==> config.mk <==
export PLATFORM = sky130hd
export DESIGN_NAME = i2c_slave_block_flat
export DESIGN_NICKNAME = d
export VERILOG_FILES = /design/src/rtl/i2c_slave_block_if.sv /design/src/rtl/i2c_slave_block.sv /design/src/flat_wrapper.sv
export SDC_FILE = /design/constraint.sdc
export NUM_CORES = 1
export LEC_CHECK = 0
export ABC_AREA = 1
export ABC_CLOCK_PERIOD_IN_PS = 4000
export CAP_MARGIN = 20
export CORE_ASPECT_RATIO = 0.9
export CORE_MARGIN = 4
export CORE_UTILIZATION = 55
export CTS_BUF_LIST = sky130_fd_sc_hd__clkbuf_4
export DETAILED_ROUTE_END_ITERATION = 6
export GPL_TIMING_DRIVEN = 0
export PLACE_DENSITY = 0.79
export SLEW_MARGIN = 30
export SYNTH_ARGS = -nofsm -noshare
export SYNTH_HDL_FRONTEND = slang
export SYNTH_SLANG_ARGS = --single-unit
==> constraint.sdc <==
create_clock -name i2c_core_clock_i -period 4 [get_ports i2c_core_clock_i]
set_input_delay 0.4 -clock i2c_core_clock_i [delete_from_list [all_inputs] [get_ports i2c_core_clock_i]]
set_output_delay 0.4 -clock i2c_core_clock_i [all_outputs]
set_load 0.05 [all_outputs]
==> src/rtl/i2c_slave_block_if.sv <==
// Bus-side bundle for i2c_slave_block: SCL/SDA line levels, open-drain enable and byte handshakes.
interface i2c_slave_block_if;
  logic       scl_i;
  logic       sda_i;
  logic       sda_oe_o;
  logic [7:0] rx_data_o;
  logic       rx_valid_o;
  logic       rx_full_i;
  logic [7:0] tx_data_i;
  logic       tx_req_o;
  logic       master_nack_o;
  logic       start_o;
  logic       stop_o;
  logic       busy_o;

  modport slave (
    input  scl_i, sda_i, rx_full_i, tx_data_i,
    output sda_oe_o, rx_data_o, rx_valid_o, tx_req_o, master_nack_o, start_o, stop_o, busy_o
  );

  modport master (
    output scl_i, sda_i, rx_full_i, tx_data_i,
    input  sda_oe_o, rx_data_o, rx_valid_o, tx_req_o, master_nack_o, start_o, stop_o, busy_o
  );
endinterface

==> src/rtl/i2c_slave_block.sv <==
// I2C target engine: oversampled SCL/SDA, fixed 7-bit address, byte RX/TX with ACK handling.
// Optional 3-sample majority filter on both lines when I2C_SLAVE_GLITCH_FILTER_EN is defined.
module i2c_slave_block #(
  parameter logic [6:0] SLAVE_ADDR = 7'h50
) (
  input  logic             i2c_core_clock_i,
  input  logic             reset_i,
  i2c_slave_block_if.slave bus
);
  typedef enum logic [2:0] {IDLE, ADDR, ADDR_ACK, RX_DATA, RX_ACK, TX_DATA, TX_ACK, WAIT} state_t;

  logic [1:0] scl_sync, sda_sync;
  logic       scl_cur, sda_cur, scl_prev, sda_prev;

  // Idle bus is high; reset to 1 so leaving reset never looks like an edge.
  always_ff @(posedge i2c_core_clock_i or posedge reset_i) begin
    if (reset_i) begin
      scl_sync <= '1;
      sda_sync <= '1;
      scl_prev <= 1'b1;
      sda_prev <= 1'b1;
    end else begin
      scl_sync <= {scl_sync[0], bus.scl_i};
      sda_sync <= {sda_sync[0], bus.sda_i};
      scl_prev <= scl_cur;
      sda_prev <= sda_cur;
    end
  end

`ifdef I2C_SLAVE_GLITCH_FILTER_EN
  logic [1:0] scl_hist, sda_hist;

  always_ff @(posedge i2c_core_clock_i or posedge reset_i) begin
    if (reset_i) begin
      scl_hist <= '1;
      sda_hist <= '1;
      scl_cur  <= 1'b1;
      sda_cur  <= 1'b1;
    end else begin
      scl_hist <= {scl_hist[0], scl_sync[1]};
      sda_hist <= {sda_hist[0], sda_sync[1]};
      scl_cur  <= (scl_hist[1] & scl_hist[0]) | (scl_hist[1] & scl_sync[1]) | (scl_hist[0] & scl_sync[1]);
      sda_cur  <= (sda_hist[1] & sda_hist[0]) | (sda_hist[1] & sda_sync[1]) | (sda_hist[0] & sda_sync[1]);
    end
  end
`else
  assign scl_cur = scl_sync[1];
  assign sda_cur = sda_sync[1];
`endif

  logic scl_rise, scl_fall, start_cond, stop_cond;
  assign scl_rise   = scl_cur & ~scl_prev;
  assign scl_fall   = ~scl_cur & scl_prev;
  assign start_cond = ~sda_cur & sda_prev & scl_cur & scl_prev;
  assign stop_cond  = sda_cur & ~sda_prev & scl_cur & scl_prev;

  state_t     state, state_n;
  logic [2:0] cnt, cnt_n;
  logic [7:0] sh, sh_n, rx_data, rx_data_n;
  logic       rw, rw_n, ack, ack_n, oe, oe_n, busy, busy_n;
  logic       rx_valid, rx_valid_n, mnack, mnack_n, start_p, start_n, stop_p, stop_n;
  logic       tx_load;

  always_ff @(posedge i2c_core_clock_i or posedge reset_i) begin
    if (reset_i) begin
      state    <= IDLE;
      cnt      <= '0;
      sh       <= '0;
      rx_data  <= '0;
      rw       <= 1'b0;
      ack      <= 1'b0;
      oe       <= 1'b0;
      busy     <= 1'b0;
      rx_valid <= 1'b0;
      mnack    <= 1'b0;
      start_p  <= 1'b0;
      stop_p   <= 1'b0;
    end else begin
      state    <= state_n;
      cnt      <= cnt_n;
      sh       <= sh_n;
      rx_data  <= rx_data_n;
      rw       <= rw_n;
      ack      <= ack_n;
      oe       <= oe_n;
      busy     <= busy_n;
      rx_valid <= rx_valid_n;
      mnack    <= mnack_n;
      start_p  <= start_n;
      stop_p   <= stop_n;
    end
  end

  // In the ACK states cnt[0] marks the second (9th-clock) fall: first fall drives, second exits.
  always_comb begin
    state_n    = state;
    cnt_n      = cnt;
    sh_n       = sh;
    rx_data_n  = rx_data;
    rw_n       = rw;
    ack_n      = ack;
    oe_n       = oe;
    busy_n     = busy;
    rx_valid_n = 1'b0;
    mnack_n    = 1'b0;
    start_n    = 1'b0;
    stop_n     = 1'b0;
    tx_load    = 1'b0;
    if (start_cond) begin
      state_n = ADDR;
      cnt_n   = '0;
      oe_n    = 1'b0;
      busy_n  = 1'b0;
      start_n = 1'b1;
    end else if (stop_cond) begin
      state_n = IDLE;
      cnt_n   = '0;
      oe_n    = 1'b0;
      busy_n  = 1'b0;
      stop_n  = 1'b1;
    end else begin
      case (state)
        ADDR: if (scl_rise) begin
          sh_n  = {sh[6:0], sda_cur};
          cnt_n = cnt + 3'd1;
          if (cnt == 3'd7) begin
            rw_n = sda_cur;
            if (sh[6:0] == SLAVE_ADDR) begin
              state_n = ADDR_ACK;
              busy_n  = 1'b1;
            end else begin
              state_n = WAIT;
            end
          end
        end
        ADDR_ACK: if (scl_fall) begin
          if (!cnt[0]) begin
            oe_n  = 1'b1;
            cnt_n = 3'd1;
          end else begin
            cnt_n = '0;
            if (rw) begin
              tx_load = 1'b1;
              sh_n    = bus.tx_data_i;
              oe_n    = ~bus.tx_data_i[7];
              state_n = TX_DATA;
            end else begin
              oe_n    = 1'b0;
              state_n = RX_DATA;
            end
          end
        end
        RX_DATA: if (scl_rise) begin
          sh_n  = {sh[6:0], sda_cur};
          cnt_n = cnt + 3'd1;
          if (cnt == 3'd7) begin
            ack_n   = ~bus.rx_full_i;
            state_n = RX_ACK;
            if (!bus.rx_full_i) begin
              rx_data_n  = {sh[6:0], sda_cur};
              rx_valid_n = 1'b1;
            end
          end
        end
        RX_ACK: if (scl_fall) begin
          if (!cnt[0]) begin
            oe_n  = ack;
            cnt_n = 3'd1;
          end else begin
            cnt_n = '0;
            oe_n  = 1'b0;
            if (ack) begin
              state_n = RX_DATA;
            end else begin
              state_n = WAIT;
              busy_n  = 1'b0;
            end
          end
        end
        TX_DATA: if (scl_fall) begin
          if (cnt == 3'd7) begin
            oe_n    = 1'b0;
            cnt_n   = '0;
            state_n = TX_ACK;
          end else begin
            sh_n  = {sh[6:0], 1'b0};
            oe_n  = ~sh[6];
            cnt_n = cnt + 3'd1;
          end
        end
        TX_ACK: begin
          if (scl_rise) begin
            if (sda_cur) begin
              mnack_n = 1'b1;
              busy_n  = 1'b0;
              state_n = WAIT;
            end
          end else if (scl_fall) begin
            tx_load = 1'b1;
            sh_n    = bus.tx_data_i;
            oe_n    = ~bus.tx_data_i[7];
            cnt_n   = '0;
            state_n = TX_DATA;
          end
        end
        default: ;
      endcase
    end
  end

  assign bus.sda_oe_o      = oe;
  assign bus.rx_data_o     = rx_data;
  assign bus.rx_valid_o    = rx_valid;
  assign bus.tx_req_o      = tx_load;
  assign bus.master_nack_o = mnack;
  assign bus.start_o       = start_p;
  assign bus.stop_o        = stop_p;
  assign bus.busy_o        = busy;
endmodule

==> src/flat_wrapper.sv <==
// flat-port wrapper written by rule: the top's interface ports become plain ports
module i2c_slave_block_flat 
#(
  parameter logic [6:0] SLAVE_ADDR = 7'h50
)
  (i2c_core_clock_i, reset_i, bus_scl_i, bus_sda_i, bus_rx_full_i, bus_tx_data_i, bus_sda_oe_o, bus_rx_data_o, bus_rx_valid_o, bus_tx_req_o, bus_master_nack_o, bus_start_o, bus_stop_o, bus_busy_o);
  i2c_slave_block_if bus_i ();
  input  logic i2c_core_clock_i;
  input  logic reset_i;
  input wire logic [$bits(bus_i.scl_i)-1:0] bus_scl_i;
  input wire logic [$bits(bus_i.sda_i)-1:0] bus_sda_i;
  input wire logic [$bits(bus_i.rx_full_i)-1:0] bus_rx_full_i;
  input wire logic [$bits(bus_i.tx_data_i)-1:0] bus_tx_data_i;
  output wire logic [$bits(bus_i.sda_oe_o)-1:0] bus_sda_oe_o;
  output wire logic [$bits(bus_i.rx_data_o)-1:0] bus_rx_data_o;
  output wire logic [$bits(bus_i.rx_valid_o)-1:0] bus_rx_valid_o;
  output wire logic [$bits(bus_i.tx_req_o)-1:0] bus_tx_req_o;
  output wire logic [$bits(bus_i.master_nack_o)-1:0] bus_master_nack_o;
  output wire logic [$bits(bus_i.start_o)-1:0] bus_start_o;
  output wire logic [$bits(bus_i.stop_o)-1:0] bus_stop_o;
  output wire logic [$bits(bus_i.busy_o)-1:0] bus_busy_o;
  assign bus_i.scl_i = bus_scl_i;
  assign bus_i.sda_i = bus_sda_i;
  assign bus_i.rx_full_i = bus_rx_full_i;
  assign bus_i.tx_data_i = bus_tx_data_i;
  assign bus_sda_oe_o = bus_i.sda_oe_o;
  assign bus_rx_data_o = bus_i.rx_data_o;
  assign bus_rx_valid_o = bus_i.rx_valid_o;
  assign bus_tx_req_o = bus_i.tx_req_o;
  assign bus_master_nack_o = bus_i.master_nack_o;
  assign bus_start_o = bus_i.start_o;
  assign bus_stop_o = bus_i.stop_o;
  assign bus_busy_o = bus_i.busy_o;
  i2c_slave_block #(.SLAVE_ADDR(SLAVE_ADDR)) u_core (.i2c_core_clock_i(i2c_core_clock_i), .reset_i(reset_i), .bus(bus_i));
endmodule
Yosys cells after proc, flatten, opt, wreduce, memory -nomap -nowiden
Cells that the tools add are included.

word-level totals
  word-level logic and storage cells = 168
  register bits = 35
  bits of input ports = 13

cells by class
  reduce and logical (&&, ||, !) cells = 15
  add/subtract/negate cells = 1
  multiplexer cells = 83
  eq/ne operators = 36
  bitwise logic cells = 17

operators with widths
  operator              number
  $mux W3               26
  $ne A4 B1 Y1 const B  16
  $mux W7               8
  $mux W1               43
  $pmux W7 S4           1
  $pmux W3 S6           1
  $reduce_and A6 Y1     3
  $reduce_and A13 Y1    1
  $eq A3 B3 Y1 const B  4
  $ne A2 B1 Y1 const B  6
  $pmux W3 S4           1
  $reduce_bool A6 Y1    2
  $reduce_and A11 Y1    1
  $reduce_and A5 Y1     2
  $not A1 Y1            9
  $reduce_and A9 Y1     1
  $and A1 B1 Y1         8
  $reduce_bool A8 Y1    1
  $eq A7 B7 Y1 const B  1
  $eq A3 B2 Y1 const B  2
  $ne A5 B1 Y1 const B  1
  $ne A5 B4 Y1 const B  1
  $reduce_bool A5 Y1    1
  $ne A2 B2 Y1 const B  2
  other kinds (9)       10

Longest topological paths before layout
Gate-level depths: netlist of the first run.

  word-level depth = 7
  mapped depth = 12
  gate-level depth less buffers = 11

Worst setup path before layout of the first run
No wires, ideal clock.

  path type = reg-to-output
  from = register u_core.scl_prev
  to = output port bus_tx_req_o
  stages on the path, launching flop included = 3
  arrival = 1.793 ns
  buffers on the path = 0
  data required time = 3.600 ns
  slack = 1.807 ns
  path through = dfstp_2 -> nand2_1 -> nor3_1

on the way
  cells in the longest elaborated chain, start to end = 6

RTL lines
  what                                                line                                           RTL
  start, declared                                     i2c_slave_block.sv:13                          logic scl_cur, sda_cur, scl_prev, sda_prev;
  start signal, assigned                              i2c_slave_block.sv:25                          scl_prev <= scl_cur;
  $and A1 B1 Y1 / $not A1 Y1 (equally long branches)  i2c_slave_block.sv:53, i2c_slave_block.sv:52
  $mux W1 / $and A1 B1 Y1 (equally long branches)     i2c_slave_block.sv:198, i2c_slave_block.sv:52
  $mux W1                                             i2c_slave_block.sv:192                         if (scl_rise) begin
  $pmux W1 S2                                         i2c_slave_block.sv:122                         case (state)
  $mux W1                                             i2c_slave_block.sv:115                         end else if (stop_cond) begin
  $mux W1 *                                           i2c_slave_block.sv:109                         if (start_cond) begin
  end, declared                                       flat_wrapper.sv:17                             output wire logic [$bits(bus_i.tx_req_o)-1:0] bus_tx_req_o;

Mark *: on every way between the ends. The rest lies on a longest branch, timed or not.

Worst setup path after layout of the first run
Ends and elaborated chain as after synthesis.

==> reports/summary.txt, run 1 <==
P per Cell Area: 728.8 nW/um^2
Share of the synthesized area in the top cell type: 34.52%
Number of global-route vias before repair: 1761
Clock slew at the register clock pins of the worst setup and hold paths: 0.10 ns
Fin crit share: 63.60%
I/O pin cnt: 28
Ys flop type: dfrtp_1
Syn nets: 278
Synthesized area per cell: 7.992 um^2
Post-route cell area: 2506 um^2
CP max FO: 5
First-pass DRT Iterations: 4
Final WL: 4755 um
Crit path launch type: register
Simple-gate share of the synthesized area: 38.75%
Tightest Pin Transition: 0.7000 ns
Setup Crit Path Kind: reg2out
# rows: 21
Post-CTS setup buffers: 0
Via Count: 1808
Port-buffer cells: 27
Starting Density: 56.74%
Crit path time final: 2.544 ns
Clock latency on the worst-skew pair: 0.35 ns
YS warnings: 0
Clk buf depth: 2
Vias per cell: 5.256
Max VDD drop: 388.6 uV
GPL Wtd Cong: 0.9748
DRC viols: 0
Initial antenna violation count: 0
Die W: 73.17 um
ANT cells: 0
Compound-Gate Fraction of Synth Area: 11.43%
DPL Wire Length: 3634 um
H-tree depth: 2
P&R area growth vs syn: 19.23%
DR WL/cell: 13.82 um
Status: finished, final reports clean
Largest net degree at the start of global routing: 36
XOR/XNOR share of the synthesized area: 0%
Seq/Total Area, Yosys: 42.02%
Setup TNS: 0 ns
Final Util: 67.65%
Total GRT Usage: 22.47%
Post-synth ARST share: 100.0%
Final hold viol count: 0
Number of CTS-inserted buffers: 5
Post-synth EDFFs: 0
Yosys cell types: 28
Initial drt markers: 116
Cell count after synthesis: 263
CTS tree: yes
Mux cell area share after synthesis: 0%
Unrepaired setup endpoints after global routing: false
Post-synth top cells: nand2_1 (79), dfrtp_1 (29), nand3_1 (24)
Crit end category: output port
Static leakage: 1.213 nW
Adder-cell share of the synthesized area: 1.190%
# nets final: 312
Num Clock Sinks: 35
Fmax: 0.3931 GHz
CTS root buf: clkbuf_4
Post-route ant nets: 0
Cell area after synthesis: 2102 um^2
#FFs+latches synth: 35
Share of cells above drive strength 1: 23.15%
Core area: 3705 um^2
Gates resized, CTS repair: 0
Global-route wire length before repair: 8204 um
Total congestion overflow: 0
Synth area leader: dfrtp_1
Largest family of logic cells by synthesized area: simple AND/OR/NAND/NOR gates
Crit path DAT: 2.14 ns
Hold crit path type: reg2reg
Top-count cell post-synth: nand2_1
Placed cell area: 2430 um^2
Skew final: 0.01023 ns
Post-CTS Hold Fix Bufs: 0
Top cells by area, synth: dfrtp_1 (35%), nand2_1 (14%), dfstp_2 (7.5%)
Worst EP required: 3.60 ns
Final Setup Violations: 0
Slew Limit Fails: 0
Die Footprint: 4876 um^2
Die Ht: 66.65 um
Slew headroom: 53.26%
Max-Cap Viols: 0
layout by cell type (no fill, tap or decap), drive strengths merged:
master         count
clkbuf             5
nand4              5
nand3b             1
o21ai             28
nor3               2
nor2              35
o211ai             1
and2               3
inv               21
buf                6
nand2             89
dfstp              6
bufinv             1
a21oi              3
clkdlybuf4s50     27
nand3             29
o22ai              1
ha                 2
dfrtp             29
clkinv             2
o21a               2
per-layer routing:
layer	vias to the layer above	track usage, %	wire length, um
met5	-	0	0
met4	0	5.991	55
met3	5	7.240	300
met2	47	33.71	2109
met1	830	31.00	2289
li1	926	-	-
cell type report:
| cell class | instances | area (um^2) |
|---|---|---|
| Clock inverter | 3 | 38.79 |
| Inverter | 21 | 78.83 |
| Clock buffer | 5 | 37.54 |
| Fill cell | 344 | 1199 |
| Buffer | 6 | 60.06 |
| Timing Repair Buffer | 27 | 270.3 |
| Sequential cell | 35 | 883.3 |
| Tap cell | 46 | 57.56 |
| Multi-Input combinational cell | 201 | 1080 |
registers in the layout, summed over array words and instances (netlist names), 2 cells and up:
register and count:
u_core.cnt 3, u_core.state 3, u_core.scl_sync 2, u_core.sda_sync 2, u_core.bus.rx_data_o 8, u_core.sh 7
logic make-up after synthesis:
| logic type | Yosys count |
|---|---|
| adders and majority gates | 2 |
| and+or+nand+nor | 164 |
| DFF | 35 |
| buffers and inverters | 27 |
| AOI/OAI and AO/OA | 35 |
metrics by stage:
step                setup WS, ns  hold WS, ns  std cells  power (W)
floorplan                  1.807       0.3452        263   0.001359
global placement           1.845       0.3454        336   0.001566
detailed placement         1.830       0.3494        336   0.001579
CTS                        1.436       0.3643        344   0.001832
global route               1.314       0.3729        344   0.002008
finish                     1.456       0.3618        344   0.001826
where the power goes:
part	total [W]	internal (W)	leakage (nW)	switching (W)
combinational	0.00108	0.000382	0.745	0.000698
clock	0.000247	0.000128	0.0426	0.000118
sequential	0.000500	0.000441	0.425	0.0000585
path summary, 6_finish.rpt:
check	startpoint	to	slack [ns]	cells past startpoint
worst max-delay path	u_core.scl_prev$_DFF_PP1_	bus_tx_req_o	1.46	3
worst min-delay path	u_core.scl_sync[0]$_DFF_PP1_	u_core.scl_sync[1]$_DFF_PP1_	0.36	0
worst max register to register	u_core.cnt[0]$_DFFE_PP0P_	u_core.sh[1]$_DFFE_PP0P_	2.22	9
worst min register to register	u_core.scl_sync[0]$_DFF_PP1_	u_core.scl_sync[1]$_DFF_PP1_	0.36	0
max in group asynchronous	reset_i	u_core.sh[0]$_DFFE_PP0P_	3.07	2
min in group asynchronous	reset_i	u_core.bus.rx_valid_o$_DFF_PP0_	0.47	2
critical path, stage by stage (launching register included):
cell and delay (ns):
dfstp_2 0.61, nand2_1 0.15, nor3_1 0.22, clkdlybuf4s50_1 0.83
Note: power is estimated with default switching activity, not from simulation.
==> inputs of run 2 (changes only) <==
- ABC_CLOCK_PERIOD_IN_PS: 4000 -> 2300
- CORE_UTILIZATION: 55 -> 51
- PLACE_DENSITY: 0.79 -> 0.77
- clock period: 4 -> 2.3 ns (I/O delays scaled with it)
==> run 2 against run 1 <==
Via count is 2.5% higher. Critical path type unchanged. Hold slack got worse by 0.073 ns. Final cell count did not move. Clock power rose by 35%. Register-to-register slack worse by 1.7 ns. Flip-flop and latch count unchanged. Clock-buffer cell count grew 1. Sequential power grew 74%. Critical endpoint unchanged. Power is 69% higher. Highest routed layer unchanged. Global-route usage shrank 1.4 points.
==> reports/summary.txt, run 2 (synthesis gave the netlist of run 1 again) <==
Status: finished, final reports clean
Number of global-route vias before repair: 1774 (+0.74%)
Crit path DAT: 1.86 ns (-0.28 ns)
Post-Place Worst Slack: 0.2849 ns (-1.545 ns)
Crit path time final: 2.091 ns
Post-CTS Hold Fix Bufs: 0 (unchanged)
P&R area growth vs syn: 18.27%
Tightest Pin Transition: 0.6976 ns (-0.002418 ns)
Post-route ant nets: 0 (unchanged)
Clock slew at the register clock pins of the worst setup and hold paths: 0.10 ns (about the same)
Number of CTS-inserted buffers: 5 (unchanged)
I/O pin cnt: 28 (unchanged)
Unrepaired setup endpoints after global routing: false
Fin crit share: 90.92%
Crit end category: output port
CTS root buf: clkbuf_4
Static leakage: 1.206 nW (-0.52%)
First-pass DRT Iterations: 4 (unchanged)
Slew headroom: 53.42% (+0.16 points)
Via Count: 1854 (+2.5%)
Setup TNS: 0 ns (unchanged)
Most frequent cells in the layout: nand2_1 (79), dfrtp_1 (29), clkdlybuf4s50_1 (26)
ANT cells: 0 (unchanged)
DPL Wire Length: 3597 um (-1.0%)
Setup Crit Path Kind: reg2out
Worst EP required: 2.07 ns (-1.53 ns)
Max VDD drop: 515.0 uV (+33%)
Fillers: 353 (+2.6%)
Largest net degree at the start of global routing: 36 (unchanged)
Sw power: 0.001529 W (+75%)
Setup ws final: 0.2089 ns (-1.247 ns)
Die Footprint: 5214 um^2 (+6.9%)
Total congestion overflow: 0 (unchanged)
Clock power frac: 10.8% (-2.7 points)
Commonest non-fill, non-tap cell in the layout: nand2_1
Hold crit path type: in2reg
DRC viols: 0 (unchanged)
Core area: 3836 um^2 (+3.5%)
Max reg flops: 8 (unchanged)
Share of cells above drive strength 1: 23.49% (+0.34 points)
Clock latency on the worst-skew pair: 0.34 ns (about the same)
P per Cell Area: 1243 nW/um^2 (+71%)
Global-route wire length before repair: 8280 um (+0.93%)
Switching share of total power: 49.50% (+1.6 points)
Initial antenna violation count: 0 (unchanged)
GPL Wtd Cong: 0.9272 (-4.9%)
H-tree depth: 2 (unchanged)
# rows: 21 (unchanged)
Die Ht: 68.91 um (+3.4%)
Die W: 75.67 um (+3.4%)
CP max FO: 5 (unchanged)
Final Setup Violations: 0 (unchanged)
Max-Cap Viols: 0 (unchanged)
Total GRT Usage: 21.11% (-1.4 points)
CTS tree: yes
Starting Density: 54.79% (-1.9 points)
Hold_ws: 0.2889 ns (-0.07285 ns)
Crit path launch type: register
Vias per cell: 5.390 (+2.5%)
Flop pwr share: 28.1% (+0.7 points)
Combinational share of power: 61.1% (+2.0 points)
Clk buf depth: 2 (unchanged)
# nets final: 312 (unchanged)
Final hold viol count: 0 (unchanged)
Port-buffer cells: 27 (unchanged)
DR WL/cell: 13.72 um (-0.74%)
Skew final: 0.007779 ns (-0.002456 ns)
Initial drt markers: 149 (+28%)
Final WL: 4720 um (-0.74%)
P_int: 0.001560 W (+64%)
Pwr Total: 0.003090 W (+69%)
Slew Limit Fails: 0 (unchanged)
Fmax: 0.4782 GHz
Num Clock Sinks: 35 (unchanged)
-- run 2: routing by layer --
layer | GRT usage, % | routed length (um) | vias up
li1 | - | - | 925
met3 | 5.652 | 499 | 12
met4 | 7.860 | 82 | 0
met5 | 0 | 0 | -
met2 | 28.88 | 1995 | 81
met1 | 31.46 | 2142 | 836
-- run 2: timing repair --
item / 4_1_cts / 5_1_grt
gates resized for setup: 1 / 0
setup endpoints to repair: 1 / 0
setup buffers: 0 / 0
-- run 2: layout make-up --
| class | count | area, um^2 | area share [%] |
|---|---|---|---|
| multi-input cells | 201 | 1080 | 43.43 |
| repair buffers | 27 | 269.0 | 10.82 |
| inverters | 21 | 78.83 | 3.171 |
| plain buffers | 6 | 60.06 | 2.416 |
| clock inverters | 2 | 12.51 | 0.5033 |
| clock buffers | 6 | 45.04 | 1.812 |
| flip-flops and latches | 35 | 883.3 | 35.53 |
| well taps | 46 | 57.56 | 2.315 |
-- run 2: worst paths after layout --
path	start	to	slack (ns)	cells past startpoint
worst min register to register	u_core.sda_sync[0]$_DFF_PP1_	u_core.sda_sync[1]$_DFF_PP1_	0.36	0
min in group asynchronous	reset_i	u_core.bus.rx_data_o[0]$_DFFE_PP0P_	0.31	2
worst max register to register	u_core.cnt[0]$_DFFE_PP0P_	u_core.sh[1]$_DFFE_PP0P_	0.49	9
max in group asynchronous	reset_i	u_core.cnt[0]$_DFFE_PP0P_	1.54	2
worst max-delay path	u_core.scl_prev$_DFF_PP1_	bus_tx_req_o	0.21	3
worst min-delay path	bus_sda_i	u_core.sda_sync[0]$_DFF_PP1_	0.29	1
-- run 2: critical path: stages, from the launching register on --
cell and delay (ns):
dfstp_2 0.61, nand2_1 0.16, nor3_1 0.20, dlygate4sd2_1 0.55
-- run 2: power by group through the flow --
stage,logic (W),registers (W),clock network (W)
finish,0.00189,0.000868,0.000333
global placement,0.00185,0.000872,0
detailed placement,0.00188,0.000878,0
floorplan,0.00142,0.000940,0
global route,0.00213,0.000887,0.000379
CTS,0.00188,0.000867,0.000348
-- run 2: through the flow --
step	cells	utilization [%]	cell area, um^2
detailed placement	336	63.34	2430
global route	344	64.81	2486
CTS	344	64.81	2486
floorplan	263	-	2102
global placement	336	63.34	2430
finish	344	64.81	2486
